===== src/rtl/rxfis_fetch_if.sv =====
// rxfis_fetch_if: receive-FIFO read side, DMA payload stream, register-FIS write port and frame status
//   master: driven by rxfis_fetch (pops FIFO, produces payload/register writes/status)
//   slave : the surrounding FIFO, DMA engine and command layer
interface rxfis_fetch_if #(
  parameter int C_CNT_W = 16
) ();
  logic [31:0]        rxfifo_data;
  logic               rxfifo_sof;
  logic               rxfifo_eof;
  logic               rxfifo_empty;
  logic               rxfifo_eof_rdy;
  logic               rxfifo_rd_en;
  logic [31:0]        dat_data;
  logic               dat_valid;
  logic               dat_last;
  logic               dat_ready;
  logic               reg_we;
  logic [2:0]         reg_addr;
  logic [31:0]        reg_wdata;
  logic [7:0]         fis_type;
  logic [3:0]         fis_len;
  logic               fis_done;
  logic               fis_err;
  logic [C_CNT_W-1:0] fis_cnt;
  logic [C_CNT_W-1:0] err_cnt;
  modport master (
    input  rxfifo_data, rxfifo_sof, rxfifo_eof, rxfifo_empty, rxfifo_eof_rdy, dat_ready,
    output rxfifo_rd_en, dat_data, dat_valid, dat_last, reg_we, reg_addr, reg_wdata,
           fis_type, fis_len, fis_done, fis_err, fis_cnt, err_cnt
  );
  modport slave (
    output rxfifo_data, rxfifo_sof, rxfifo_eof, rxfifo_empty, rxfifo_eof_rdy, dat_ready,
    input  rxfifo_rd_en, dat_data, dat_valid, dat_last, reg_we, reg_addr, reg_wdata,
           fis_type, fis_len, fis_done, fis_err, fis_cnt, err_cnt
  );
endinterface


===== src/rtl/rxfis_fetch.sv =====
// rxfis_fetch: frame-level consumer of the SATA receive FIFO; data FIS payload goes to the DMA stream,
// every other FIS type is written into the register-FIS buffer.
//   sys_clk/sys_rst_n : clock, asynchronous active-low reset
//   flush             : discard all FIFO contents
//   bus (master)      : FIFO read port, dat_* valid/ready stream, reg_* write port, fis_* status and counters
module rxfis_fetch #(
  parameter int         C_REG_DEPTH = 7,
  parameter logic [7:0] C_DATA_TYPE = 8'h46,
  parameter int         C_CNT_W     = 16
) (
  input logic           sys_clk,
  input logic           sys_rst_n,
  input logic           flush,
  rxfis_fetch_if.master bus
);
  typedef enum logic [2:0] {IDLE, HDR, DATA, REG, DROP, FLUSH} state_t;
  state_t             state_q, state_d;
  logic [3:0]         idx_q, idx_d;
  logic               reg_we_q, reg_we_d;
  logic [2:0]         reg_addr_q, reg_addr_d;
  logic [31:0]        reg_wdata_q, reg_wdata_d;
  logic [7:0]         fis_type_q, fis_type_d;
  logic [3:0]         fis_len_q, fis_len_d;
  logic               fis_done_q, fis_done_d;
  logic               fis_err_q, fis_err_d;
  logic [C_CNT_W-1:0] fis_cnt_q, fis_cnt_d;
  logic [C_CNT_W-1:0] err_cnt_q, err_cnt_d;
  logic               empty, sof, eof, dat_valid, idx_full;
  assign empty     = bus.rxfifo_empty;
  assign sof       = bus.rxfifo_sof;
  assign eof       = bus.rxfifo_eof;
  assign idx_full  = idx_q == 4'(C_REG_DEPTH);
  // a sof at the head while inside a frame marks truncation, so it is never offered as payload
  assign dat_valid = state_q == DATA && !empty && !sof;
  assign bus.rxfifo_rd_en = state_q == DATA ? dat_valid && bus.dat_ready :
                            state_q == REG  ? !empty && !sof && !idx_full :
                            (state_q == HDR || state_q == DROP || state_q == FLUSH) ? !empty : 1'b0;
  assign bus.dat_valid = dat_valid;
  assign bus.dat_data  = bus.rxfifo_data;
  assign bus.dat_last  = eof;
  assign bus.reg_we    = reg_we_q;
  assign bus.reg_addr  = reg_addr_q;
  assign bus.reg_wdata = reg_wdata_q;
  assign bus.fis_type  = fis_type_q;
  assign bus.fis_len   = fis_len_q;
  assign bus.fis_done  = fis_done_q;
  assign bus.fis_err   = fis_err_q;
  assign bus.fis_cnt   = fis_cnt_q;
  assign bus.err_cnt   = err_cnt_q;
  always_comb begin
    state_d     = state_q;
    idx_d       = idx_q;
    reg_we_d    = 1'b0;
    reg_addr_d  = reg_addr_q;
    reg_wdata_d = bus.rxfifo_data;
    fis_type_d  = fis_type_q;
    fis_len_d   = fis_len_q;
    fis_done_d  = 1'b0;
    fis_err_d   = 1'b0;
    case (state_q)
      IDLE: state_d = bus.rxfifo_eof_rdy && !empty ? HDR : IDLE;
      HDR: if (!empty) begin
        if (!sof) begin
          fis_err_d = 1'b1;
          state_d   = eof ? IDLE : DROP;
        end else begin
          fis_type_d = bus.rxfifo_data[7:0];
          if (bus.rxfifo_data[7:0] == C_DATA_TYPE) begin
            fis_err_d = eof;
            state_d   = eof ? IDLE : DATA;
          end else begin
            reg_we_d   = 1'b1;
            reg_addr_d = 3'd0;
            idx_d      = 4'd1;
            fis_done_d = eof;
            fis_len_d  = eof ? 4'd1 : fis_len_q;
            state_d    = eof ? IDLE : REG;
          end
        end
      end
      DATA: if (!empty) begin
        if (sof) begin
          fis_err_d = 1'b1;
          state_d   = HDR;
        end else if (bus.dat_ready && eof) begin
          fis_done_d = 1'b1;
          fis_len_d  = 4'd0;
          state_d    = IDLE;
        end
      end
      // truncation is checked before overflow so the next frame's header is never swallowed by DROP
      REG: if (!empty) begin
        if (sof) begin
          fis_err_d = 1'b1;
          state_d   = HDR;
        end else if (idx_full) begin
          fis_err_d = 1'b1;
          state_d   = DROP;
        end else begin
          reg_we_d   = 1'b1;
          reg_addr_d = idx_q[2:0];
          idx_d      = idx_q + 4'd1;
          fis_done_d = eof;
          fis_len_d  = eof ? idx_q + 4'd1 : fis_len_q;
          state_d    = eof ? IDLE : REG;
        end
      end
      DROP:  state_d = !empty && eof ? IDLE : DROP;
      FLUSH: state_d = empty ? IDLE : FLUSH;
      default: state_d = IDLE;
    endcase
    if (flush) begin
      state_d    = FLUSH;
      reg_we_d   = 1'b0;
      reg_addr_d = reg_addr_q;
      fis_type_d = fis_type_q;
      fis_len_d  = fis_len_q;
      fis_done_d = 1'b0;
      fis_err_d  = 1'b0;
    end
    fis_cnt_d = fis_cnt_q + {{(C_CNT_W-1){1'b0}}, fis_done_d};
    err_cnt_d = err_cnt_q + {{(C_CNT_W-1){1'b0}}, fis_err_d};
  end
  always_ff @(posedge sys_clk or negedge sys_rst_n) begin
    if (!sys_rst_n) begin
      state_q     <= IDLE;
      idx_q       <= 4'd0;
      reg_we_q    <= 1'b0;
      reg_addr_q  <= 3'd0;
      reg_wdata_q <= 32'd0;
      fis_type_q  <= 8'd0;
      fis_len_q   <= 4'd0;
      fis_done_q  <= 1'b0;
      fis_err_q   <= 1'b0;
      fis_cnt_q   <= '0;
      err_cnt_q   <= '0;
    end else begin
      state_q     <= state_d;
      idx_q       <= idx_d;
      reg_we_q    <= reg_we_d;
      reg_addr_q  <= reg_addr_d;
      reg_wdata_q <= reg_wdata_d;
      fis_type_q  <= fis_type_d;
      fis_len_q   <= fis_len_d;
      fis_done_q  <= fis_done_d;
      fis_err_q   <= fis_err_d;
      fis_cnt_q   <= fis_cnt_d;
      err_cnt_q   <= err_cnt_d;
    end
  end
endmodule

===== src/flat_wrapper.sv =====
// flat-port wrapper written by rule: the top's interface ports become plain ports
module rxfis_fetch_flat 
#(
  parameter int         C_REG_DEPTH = 7,
  parameter logic [7:0] C_DATA_TYPE = 8'h46,
  parameter int         C_CNT_W     = 16
)
  (sys_clk, sys_rst_n, flush, bus_rxfifo_data, bus_rxfifo_sof, bus_rxfifo_eof, bus_rxfifo_empty, bus_rxfifo_eof_rdy, bus_dat_ready, bus_rxfifo_rd_en, bus_dat_data, bus_dat_valid, bus_dat_last, bus_reg_we, bus_reg_addr, bus_reg_wdata, bus_fis_type, bus_fis_len, bus_fis_done, bus_fis_err, bus_fis_cnt, bus_err_cnt);
  rxfis_fetch_if #(.C_CNT_W(C_CNT_W)) bus_i ();
  input logic sys_clk;
  input logic sys_rst_n;
  input logic flush;
  input wire logic [$bits(bus_i.rxfifo_data)-1:0] bus_rxfifo_data;
  input wire logic [$bits(bus_i.rxfifo_sof)-1:0] bus_rxfifo_sof;
  input wire logic [$bits(bus_i.rxfifo_eof)-1:0] bus_rxfifo_eof;
  input wire logic [$bits(bus_i.rxfifo_empty)-1:0] bus_rxfifo_empty;
  input wire logic [$bits(bus_i.rxfifo_eof_rdy)-1:0] bus_rxfifo_eof_rdy;
  input wire logic [$bits(bus_i.dat_ready)-1:0] bus_dat_ready;
  output wire logic [$bits(bus_i.rxfifo_rd_en)-1:0] bus_rxfifo_rd_en;
  output wire logic [$bits(bus_i.dat_data)-1:0] bus_dat_data;
  output wire logic [$bits(bus_i.dat_valid)-1:0] bus_dat_valid;
  output wire logic [$bits(bus_i.dat_last)-1:0] bus_dat_last;
  output wire logic [$bits(bus_i.reg_we)-1:0] bus_reg_we;
  output wire logic [$bits(bus_i.reg_addr)-1:0] bus_reg_addr;
  output wire logic [$bits(bus_i.reg_wdata)-1:0] bus_reg_wdata;
  output wire logic [$bits(bus_i.fis_type)-1:0] bus_fis_type;
  output wire logic [$bits(bus_i.fis_len)-1:0] bus_fis_len;
  output wire logic [$bits(bus_i.fis_done)-1:0] bus_fis_done;
  output wire logic [$bits(bus_i.fis_err)-1:0] bus_fis_err;
  output wire logic [$bits(bus_i.fis_cnt)-1:0] bus_fis_cnt;
  output wire logic [$bits(bus_i.err_cnt)-1:0] bus_err_cnt;
  assign bus_i.rxfifo_data = bus_rxfifo_data;
  assign bus_i.rxfifo_sof = bus_rxfifo_sof;
  assign bus_i.rxfifo_eof = bus_rxfifo_eof;
  assign bus_i.rxfifo_empty = bus_rxfifo_empty;
  assign bus_i.rxfifo_eof_rdy = bus_rxfifo_eof_rdy;
  assign bus_i.dat_ready = bus_dat_ready;
  assign bus_rxfifo_rd_en = bus_i.rxfifo_rd_en;
  assign bus_dat_data = bus_i.dat_data;
  assign bus_dat_valid = bus_i.dat_valid;
  assign bus_dat_last = bus_i.dat_last;
  assign bus_reg_we = bus_i.reg_we;
  assign bus_reg_addr = bus_i.reg_addr;
  assign bus_reg_wdata = bus_i.reg_wdata;
  assign bus_fis_type = bus_i.fis_type;
  assign bus_fis_len = bus_i.fis_len;
  assign bus_fis_done = bus_i.fis_done;
  assign bus_fis_err = bus_i.fis_err;
  assign bus_fis_cnt = bus_i.fis_cnt;
  assign bus_err_cnt = bus_i.err_cnt;
  rxfis_fetch #(.C_REG_DEPTH(C_REG_DEPTH), .C_DATA_TYPE(C_DATA_TYPE), .C_CNT_W(C_CNT_W)) u_core (.sys_clk(sys_clk), .sys_rst_n(sys_rst_n), .flush(flush), .bus(bus_i));
endmodule

===== config.mk =====
export PLATFORM = sky130hd
export DESIGN_NAME = rxfis_fetch_flat
export DESIGN_NICKNAME = d
export VERILOG_FILES = /design/src/rtl/rxfis_fetch_if.sv /design/src/rtl/rxfis_fetch.sv /design/src/flat_wrapper.sv
export SDC_FILE = /design/constraint.sdc
export NUM_CORES = 1
export LEC_CHECK = 0
export CAP_MARGIN = 5
export CORE_MARGIN = 2
export CORE_UTILIZATION = 39
export CTS_CLUSTER_DIAMETER = 200
export DETAILED_ROUTE_END_ITERATION = 10
export HOLD_SLACK_MARGIN = 0.06
export PLACE_DENSITY = 0.77
export SYNTH_ARGS = -nofsm -noshare
export SYNTH_HDL_FRONTEND = slang
export SYNTH_SLANG_ARGS = --single-unit

===== constraint.sdc =====
create_clock -name sys_clk -period 2.7 [get_ports sys_clk]
set_input_delay 0.81 -clock sys_clk [delete_from_list [all_inputs] [get_ports sys_clk]]
set_output_delay 0.81 -clock sys_clk [all_outputs]
set_load 0.02 [all_outputs]

=== Word-level counts from Yosys, hierarchy flattened ===
Cells that the tools add are included.

* Bits in read-only memories: 0
* RAM bits: 0
* Memories: 0
* Logic and storage cells: 134
* Latch bits: 0
* Register bits: 89
* Input port bits: 40

* Add/sub/neg operators: 3
* Bitwise operators: 2
* Reduce and logical (&&, ||, !) cells: 21
* Div/mod/pow operators: 0
* Order comparisons: 0
* Mux-type cells: 75
* Shift operators: 0
* Eq/ne operators: 22
* $mul: 0

{| class="wikitable"
|+ Operators by type and width
! operator !! count
|-
| $mux 4 || 17
|-
| $mux 3 || 19
|-
| $add 16x1->16 || 2
|-
| $mux 1 || 30
|-
| $ne 2x2->1 const B || 11
|-
| $pmux 3 s6 || 1
|-
| $reduce_and 13->1 || 1
|-
| $pmux 4 s3 || 1
|-
| $ne 3x3->1 const B || 3
|-
| $eq 8x7->1 const B || 1
|-
| $logic_and 1x1->1 || 8
|-
| $pmux 4 s2 || 1
|-
| $reduce_and 4->1 || 2
|-
| $reduce_and 8->1 || 1
|-
| $reduce_and 7->1 || 1
|-
| $eq 3x2->1 const B || 2
|-
| $eq 3x3->1 const B || 2
|-
| $pmux 1 s3 || 2
|-
| $pmux 3 s2 || 1
|-
| $add 4x1->4 const B || 1
|-
| $eq 4x3->1 const B || 1
|-
| $mux 2 || 2
|-
| $ne 4x4->1 const B || 1
|-
| $eq 3x1->1 const B || 1
|-
| other kinds (7) || 11
|}

=== Depth between registers and ports, before layout ===
Gate-level depths: netlist of run 1.

* Depth after elaboration: 7
* Depth in mapped cells: 11
* Gate-level depth less buffers: 10

=== Worst setup path after synthesis of run 1 ===
No wires, ideal clock.

* Path kind: input port to flip-flop
* Start: input port bus_rxfifo_data[5]
* End: register u_core.fis_cnt_q[10], in the netlist u_core.bus.fis_cnt[10]
* Setup slack: -0.192 ns
* Arrival: 2.761 ns
* Buffers on the path: 0
* Data required time: 2.569 ns
* Cell stages on the path: 8
* Cells stage by stage: or4b_4 > o21a_4 > o311a_4 > ha_1 > ha_1 > nand4_1 > nor2_1 > xor2_1

* Cells in the longest elaborated chain, start to end: 7

{| class="wikitable"
|+ Ends and longest elaborated chain
! element !! line !! text
|-
| from (decl) || flat_wrapper.sv:13 || <nowiki>input wire logic [$bits(bus_i.rxfifo_data)-1:0] bus_rxfifo_data;</nowiki>
|-
| $eq 8x7->1 || rxfis_fetch.sv:68 || <nowiki>if (bus.rxfifo_data[7:0] == C_DATA_TYPE) begin</nowiki>
|-
| $mux 1 || rxfis_fetch.sv:68 ||
|-
| $mux 1 || rxfis_fetch.sv:63 || <nowiki>if (!sof) begin</nowiki>
|-
| $mux 1 || rxfis_fetch.sv:62 || <nowiki>HDR: if (!empty) begin</nowiki>
|-
| $pmux 1 s3 || rxfis_fetch.sv:60 || <nowiki>case (state_q)</nowiki>
|-
| $mux 1 || rxfis_fetch.sv:112 || <nowiki>if (flush) begin</nowiki>
|-
| via u_core.fis_done_d || rxfis_fetch.sv:24 || <nowiki>logic fis_done_q, fis_done_d;</nowiki>
|-
| $add 16x1->16 || rxfis_fetch.sv:121 || <nowiki>fis_cnt_d = fis_cnt_q + {{(C_CNT_W-1){1'b0}}, fis_done_d};</nowiki>
|-
| via u_core.fis_cnt_d[10] || rxfis_fetch.sv:26 || <nowiki>logic [C_CNT_W-1:0] fis_cnt_q, fis_cnt_d;</nowiki>
|-
| to (signal assigned) || rxfis_fetch.sv:147 || <nowiki>fis_cnt_q <= fis_cnt_d;</nowiki>
|-
| to (decl) || rxfis_fetch.sv:26 ||
|}

The timed path passes the listed nets, and every way through them passes these cells.
A chain may end at the register's enable or synchronous reset.

=== Worst setup path after layout of run 1 ===
* Start: input port bus_rxfifo_data[1]
* End: output port bus_dat_data[1]

{| class="wikitable"
|+ RTL lines
! element !! line !! text
|-
| to (decl) || flat_wrapper.sv:20 || <nowiki>output wire logic [$bits(bus_i.dat_data)-1:0] bus_dat_data;</nowiki>
|}

No word-level cell between the ends.

==> results of run 1 <==
## worst paths after layout
kind / depth (start not counted) / to / startpoint
worst max-delay path: 3 / bus_dat_data[1] / bus_rxfifo_data[1]
worst min-delay path: 1 / u_core.bus.fis_cnt[12] / sys_rst_n
worst max register to register: 11 / u_core.bus.fis_cnt[14] / u_core.idx_q[1]
worst min register to register: 1 / u_core.bus.fis_cnt[15] / u_core.bus.fis_cnt[15]
max in group asynchronous: 2 / u_core.bus.reg_addr[0] / sys_rst_n
min in group sys_clk: 1 / u_core.bus.fis_cnt[15] / u_core.bus.fis_cnt[15]
## state kept, by name, indices dropped and copies added, names as in the netlist
name                  cells
u_core.bus.fis_type       8
u_core.bus.fis_len        4
u_core.bus.reg_wdata     32
u_core.idx_q              4
u_core.bus.err_cnt       16
u_core.bus.reg_addr       3
u_core.bus.fis_done       1
u_core.bus.fis_err        1
u_core.bus.reg_we         1
u_core.state_q            3
u_core.bus.fis_cnt       16
## area by class of cell
class / count / area, um^2
clock buffer: 12 / 145
clock inverter: 4 / 52.6
fill: 791 / 3560
inverter: 11 / 41.3
multi-input combinational: 162 / 1310
sequential: 89 / 2230
tap: 129 / 161
timing repair buffer: 190 / 1790
## synthesized netlist by cell type (2+ instances only)
| master | count | share of area |
|---|---|---|
| mux2_2 | 11 | 0.033 |
| nand4_1 | 8 | 0.013 |
| a21oi_1 | 2 | 0.0027 |
| xnor2_1 | 23 | 0.054 |
| o21ai_0 | 4 | 0.0053 |
| dfrtp_1 | 89 | 0.59 |
| buf_4 | 33 | 0.066 |
| mux2_4 | 4 | 0.016 |
| a41oi_1 | 2 | 0.0047 |
| mux2i_1 | 3 | 0.0080 |
| nor2b_1 | 2 | 0.0033 |
| o31ai_1 | 2 | 0.0040 |
| nor2_1 | 16 | 0.016 |
| nand3_1 | 15 | 0.020 |
| a22o_1 | 2 | 0.0047 |
| clkbuf_1 | 8 | 0.0080 |
| nor4_1 | 4 | 0.0067 |
| inv_1 | 11 | 0.011 |
| nand2_1 | 14 | 0.014 |
| o21a_1 | 3 | 0.0060 |
| ha_1 | 6 | 0.020 |
| xor2_1 | 7 | 0.016 |
| and3_1 | 5 | 0.0083 |
| nor3_1 | 6 | 0.0080 |
## what timing repair did
item,4_1_cts,5_1_grt
gates resized for setup,46,9
setup endpoints to repair,59,12
pin swaps,8,5
## routing by layer
layer | up-vias | global-route usage
li1 | 1335 | -
met1 | 1399 | 0.204
met2 | 118 | 0.301
met3 | 18 | 0.0321
met4 | 0 | 0.0636
met5 | - | 0
## worst reg2reg max path: cells and delay by family, from the launching register on
family / cells / cell delay (ns)
AO/OA/AOI/OAI: 1 / 0.23
XOR/XNOR: 1 / 0.14
adder cells (fa/ha/maj): 3 / 0.53
buffers and inverters: 2 / 0.21
flip-flops: 1 / 0.41
AND/OR/NAND/NOR: 4 / 0.89
## metrics by stage
stage	area [um^2]	setup TNS (ns)	utilization	setup WS [ns]	cells
global route	5720	-0.000288	0.617	-0.000288	597
floorplan	3800	-0.0194	-	-0.0194	303
global placement	5510	-17.06	0.593	-0.610	581
CTS	5710	0	0.615	0.00526	597
finish	5720	0	0.617	0.0415	597
detailed placement	5510	-19.32	0.593	-0.643	581
## power groups by stage
stage / clock network (mW) / logic, mW / registers [mW]
2_1_floorplan: 0 / 0.250 / 1.73
3_3_place_gp: 0 / 0.859 / 1.57
3_5_place_dp: 0 / 0.871 / 1.58
4_1_cts: 0.933 / 0.859 / 1.56
5_1_grt: 0.989 / 0.908 / 1.58
6_report: 0.903 / 0.850 / 1.55
## cells by family after synthesis
family          Yosys count
buf+inv                  52
xor+xnor                 30
simple gates             82
fa+ha+maj                 6
flops                    89
mux                      18
compound gates           26
==> flow_summary.json, run 1 <==
{
  "finalMaxSlewViolations": 0,
  "timing.hold.ws_ns": 0.446,
  "fin_skew_ns": 0.0121,
  "final_antenna_net_count": 0,
  "area_growth_pct": 52.4,
  "via_count": 2870,
  "core_um2": 9280,
  "tightest_slew_ns": 0.521,
  "grt_pass1_wl_mm": 13.8,
  "antenna_found_initial": 0,
  "max-slew-margin-rel": 0.653,
  "fin_crit_sh": 0.985,
  "swShare": 0.289,
  "clock_tree.buffer_depth": 2,
  "top_layer": "met4",
  "synth-adder-area-share": 0.0200,
  "final.min_clock_period_ns": 2.66,
  "path_delay_family": "buffers and inverters",
  "cts_tree": "yes",
  "p_leak_nw": 2.58,
  "crit_chain": "clkdlybuf4s50_1, buf_4, dlygate4sd2_1",
  "diodes": 0,
  "portBuffers": 156,
  "max_freq_mhz": 376,
  "power_density_nw_per_um2": 578,
  "worstSetupEndpointType": "output port",
  "slowest_delay_ns": 0.56,
  "p_total_mw": 3.31,
  "cts.sinks": 89,
  "final_common_cell": "clkdlybuf4s50_1",
  "first_pass_iters": 4,
  "die_area_um2": 10400,
  "drt-met1-wl_mm": 3.51,
  "synth_ff_type": "dfrtp_1",
  "worstSetupPathType": "input pin to output port",
  "root_buffer": "clkbuf_8",
  "clk_latency_ns": 0.35,
  "p_sw_mw": 0.956,
  "slowest_stage": "clkdlybuf4s50_1",
  "drt_first_iter_violations": 47,
  "synth.distinct_cells": 47,
  "wire_per_inst_um": 14.7,
  "post_cts_buffers": 0,
  "syn_area_um2": 3750,
  "regToRegSetupSlack_ns": 0.18,
  "htreeDepth": 3,
  "grt.total_usage": 0.169,
  "die_h_um": 102,
  "drc": 0,
  "first_global_vias": 2931,
  "ioPinCount": 157,
  "finalNetCount": 509,
  "synth_edf_count": 0,
  "seq_power_share": 0.470,
  "synth_top_family_by_area": "simple AND/OR/NAND/NOR gates",
  "start_util": 0.404,
  "synthArstFlopShare": 1.00,
  "wl_mm": 8.77,
  "hp-class": "input pin to asynchronous set/reset pin",
  "cp.arrival_ns": 1.85,
  "p_int_mw": 2.35,
  "max-cap-violations": 0,
  "drive_gt1_frac": 0.182,
  "synthMuxAreaShare": 0.0570,
  "report.final.setup_viol": 0,
  "gp_congestion": 0.891,
  "crit_required_ns": 1.89,
  "die_w_um": 102,
  "path_buf_inv": 3,
  "ys_ff_latch": 89,
  "start_kind": "input pin",
  "yosys_warnings": 0,
  "comb_power_share": 0.257,
  "worstPathMaxFanout": 3,
  "dpl.hpwl_mm": 6.58,
  "synth_simple_gate_area_frac": 0.118,
  "finalHoldViolCount": 0,
  "clkSlewWorstSetupHoldPaths_ns": 0.08,
  "status": "finished clean",
  "syn_avg_cell_area_um2": 12.4,
  "hold_buffers": 0,
  "synth_fp_nets": 349,
  "met3_length_um": 466,
  "synth_compound_area_frac": 0.0570,
  "cts_made_buffers": 9,
  "grt_max_degree": 41,
  "clockPowerShare": 0.273,
  "wl_met2_mm": 4.61,
  "synth_xor_xnor_area_share": 0.0700,
  "layout_common_cells": "clkdlybuf4s50_1 (117), dfrtp_1 (89), buf_4 (34), dlygate4sd2_1 (31), xnor2_1 (23)",
  "avgViaCountPerCell": 4.81,
  "ys_seq_area_frac": 0.593,
  "fp-row-count": 35,
  "grt-ovfl-total": 0,
  "syn_inst": 303,
  "vdd_drop_max_mv": 0.348
}
Note: power is estimated with default switching activity, not from simulation.
==> inputs of run 2 (changes only) <==
CORE_UTILIZATION = 40   (was 39)
CTS_BUF_LIST = sky130_fd_sc_hd__clkbuf_8   (was default)
PLACE_DENSITY = 0.79   (was 0.77)
SETUP_SLACK_MARGIN = 0.5   (was default)
==> flow_summary.json, run 2 (synthesis results as in run 1) <==
{
  "die_area_um2": 10200,
  "clock_tree.buffer_depth": 2,
  "die_h_um": 101,
  "first_global_vias": 3045,
  "hold_buffers": 0,
  "reg2reg_depth": 12,
  "reg2reg_to": "u_core.bus.fis_cnt[12]",
  "core_um2": 9150,
  "gp_congestion": 0.853,
  "htreeDepth": 3,
  "fin_crit_sh": 0.951,
  "power_density_nw_per_um2": 531,
  "finalNetCount": 543,
  "drive_gt1_frac": 0.380,
  "crit_required_ns": 2.93,
  "via_count": 3017,
  "finalHoldViolCount": 0,
  "diodes": 0,
  "layout_common_cells": "dfrtp_1 (86), dlygate4sd2_1 (52), buf_4 (52), clkdlybuf4s50_1 (51), buf_6 (45)",
  "grt_pass1_wl_mm": 15.0,
  "final_antenna_net_count": 0,
  "worstSetupEndpointType": "flip-flop",
  "p_leak_nw": 3.16,
  "grt-ovfl-total": 0,
  "worstPathMaxFanout": 5,
  "max-cap-violations": 0,
  "fill_cells": 683,
  "status": "finished clean",
  "max-slew-margin-rel": 0.714,
  "avgViaCountPerCell": 4.92,
  "root_buffer": "clkbuf_8",
  "rr_startpoint": "u_core.idx_q[0]",
  "clk_latency_ns": 0.35,
  "cts_tree": "yes",
  "final.min_clock_period_ns": 2.57,
  "max_freq_mhz": 389,
  "cts_made_buffers": 9,
  "layout_setup_ws_ns": 0.131,
  "p_total_mw": 3.32,
  "wire_per_inst_um": 15.7,
  "grt.total_usage": 0.189,
  "regToRegSetupSlack_ns": 0.28,
  "area_growth_pct": 66.7,
  "cts.sinks": 89,
  "hp-class": "input pin to asynchronous set/reset pin",
  "cp.arrival_ns": 2.80,
  "start_util": 0.410,
  "vdd_drop_max_mv": 0.259,
  "start_kind": "input pin",
  "portBuffers": 156,
  "rsz0062_at_grt": "true",
  "ioPinCount": 157,
  "dpl.hpwl_mm": 6.89,
  "worstSetupPathType": "input pin to flip-flop",
  "fin_skew_ns": 0.0118,
  "report.final.setup_viol": 0,
  "largest_reg_flops": 32,
  "grt_max_degree": 36,
  "die_w_um": 101,
  "finalMaxSlewViolations": 0,
  "wl_mm": 9.62,
  "dpl_worst_slack_ns": -0.637,
  "clkSlewWorstSetupHoldPaths_ns": 0.09,
  "antenna_found_initial": 0,
  "first_pass_iters": 4,
  "fp-row-count": 35,
  "final_common_cell": "dfrtp_1",
  "drc": 0,
  "tightest_slew_ns": 0.429,
  "drt_first_iter_violations": 81
}
## run 2: timing repair
item                                    in CTS  in global routing
endpoints found under the setup margin     110                 54
resized for setup                          297                 45
pin swaps                                   33                 23
setup buffers                               19                 11
hold endpoints to repair                     0                  0
## run 2: where the power goes
part	internal, mW	leakage (nW)	switching, mW	total [mW]
clock network	0.359	0.0805	0.467	0.826
registers	1.47	1.12	0.107	1.58
logic	0.463	1.96	0.457	0.921
total	2.29	3.16	1.03	3.32
## run 2: routing by layer
metal  routed length [um]  global-route usage  part of all wire
met1                 3690               0.228              0.38
met2                 5390               0.336              0.56
met3                  349              0.0319             0.036
met4                  185              0.0727             0.019
met5                    0                   0                 0
## run 2: per-stage QoR
step | TNS, ns | utilization | hold slack [ns] | cells | area [um^2]
2_1_floorplan | -0.0330 | - | 0.514 | 303 | 3900
3_3_place_gp | -17.67 | 0.611 | 0.459 | 567 | 5600
3_5_place_dp | -19.48 | 0.611 | 0.465 | 567 | 5600
4_1_cts | 0 | 0.656 | 0.388 | 602 | 6000
5_1_grt | 0 | 0.684 | 0.410 | 613 | 6260
6_report | 0 | 0.684 | 0.387 | 613 | 6260
## run 2: layout make-up
type                       count  area [um^2]  area share
clock buffer                  10          138      0.0220
clock inverter                 6         43.8     0.00700
inverter                      11         48.8     0.00780
multi-input combinational    162         1540       0.246
sequential                    89         2230       0.356
tap                          111          139      0.0222
timing repair buffer         224         2120       0.338
## run 2: critical path, stage by stage
cell and delay [ns]:
buf_8 0.09, or4b_4 0.55, o31ai_4 0.26, a21oi_2 0.10, nor2_2 0.20, ha_4 0.18
buf_6 0.10, buf_12 0.10, ha_4 0.16, nand4_1 0.11, xnor2_1 0.15
## run 2: how the worst max path moves through the flow
stage | startpoint | end | slack [ns] | cells after the start
after global placement | bus_rxfifo_sof | u_core.bus.fis_cnt[12] | -0.58 | 10
after detailed placement | bus_rxfifo_data[5] | u_core.bus.err_cnt[15] | -0.64 | 10
after global routing | bus_rxfifo_data[5] | u_core.bus.err_cnt[15] | 0.06 | 10
final | bus_rxfifo_data[5] | u_core.bus.err_cnt[8] | 0.13 | 11
after floorplan | bus_rxfifo_data[5] | u_core.bus.fis_cnt[10] | -0.02 | 8
after CTS | u_core.idx_q[1] | u_core.bus.fis_err | 0.16 | 16
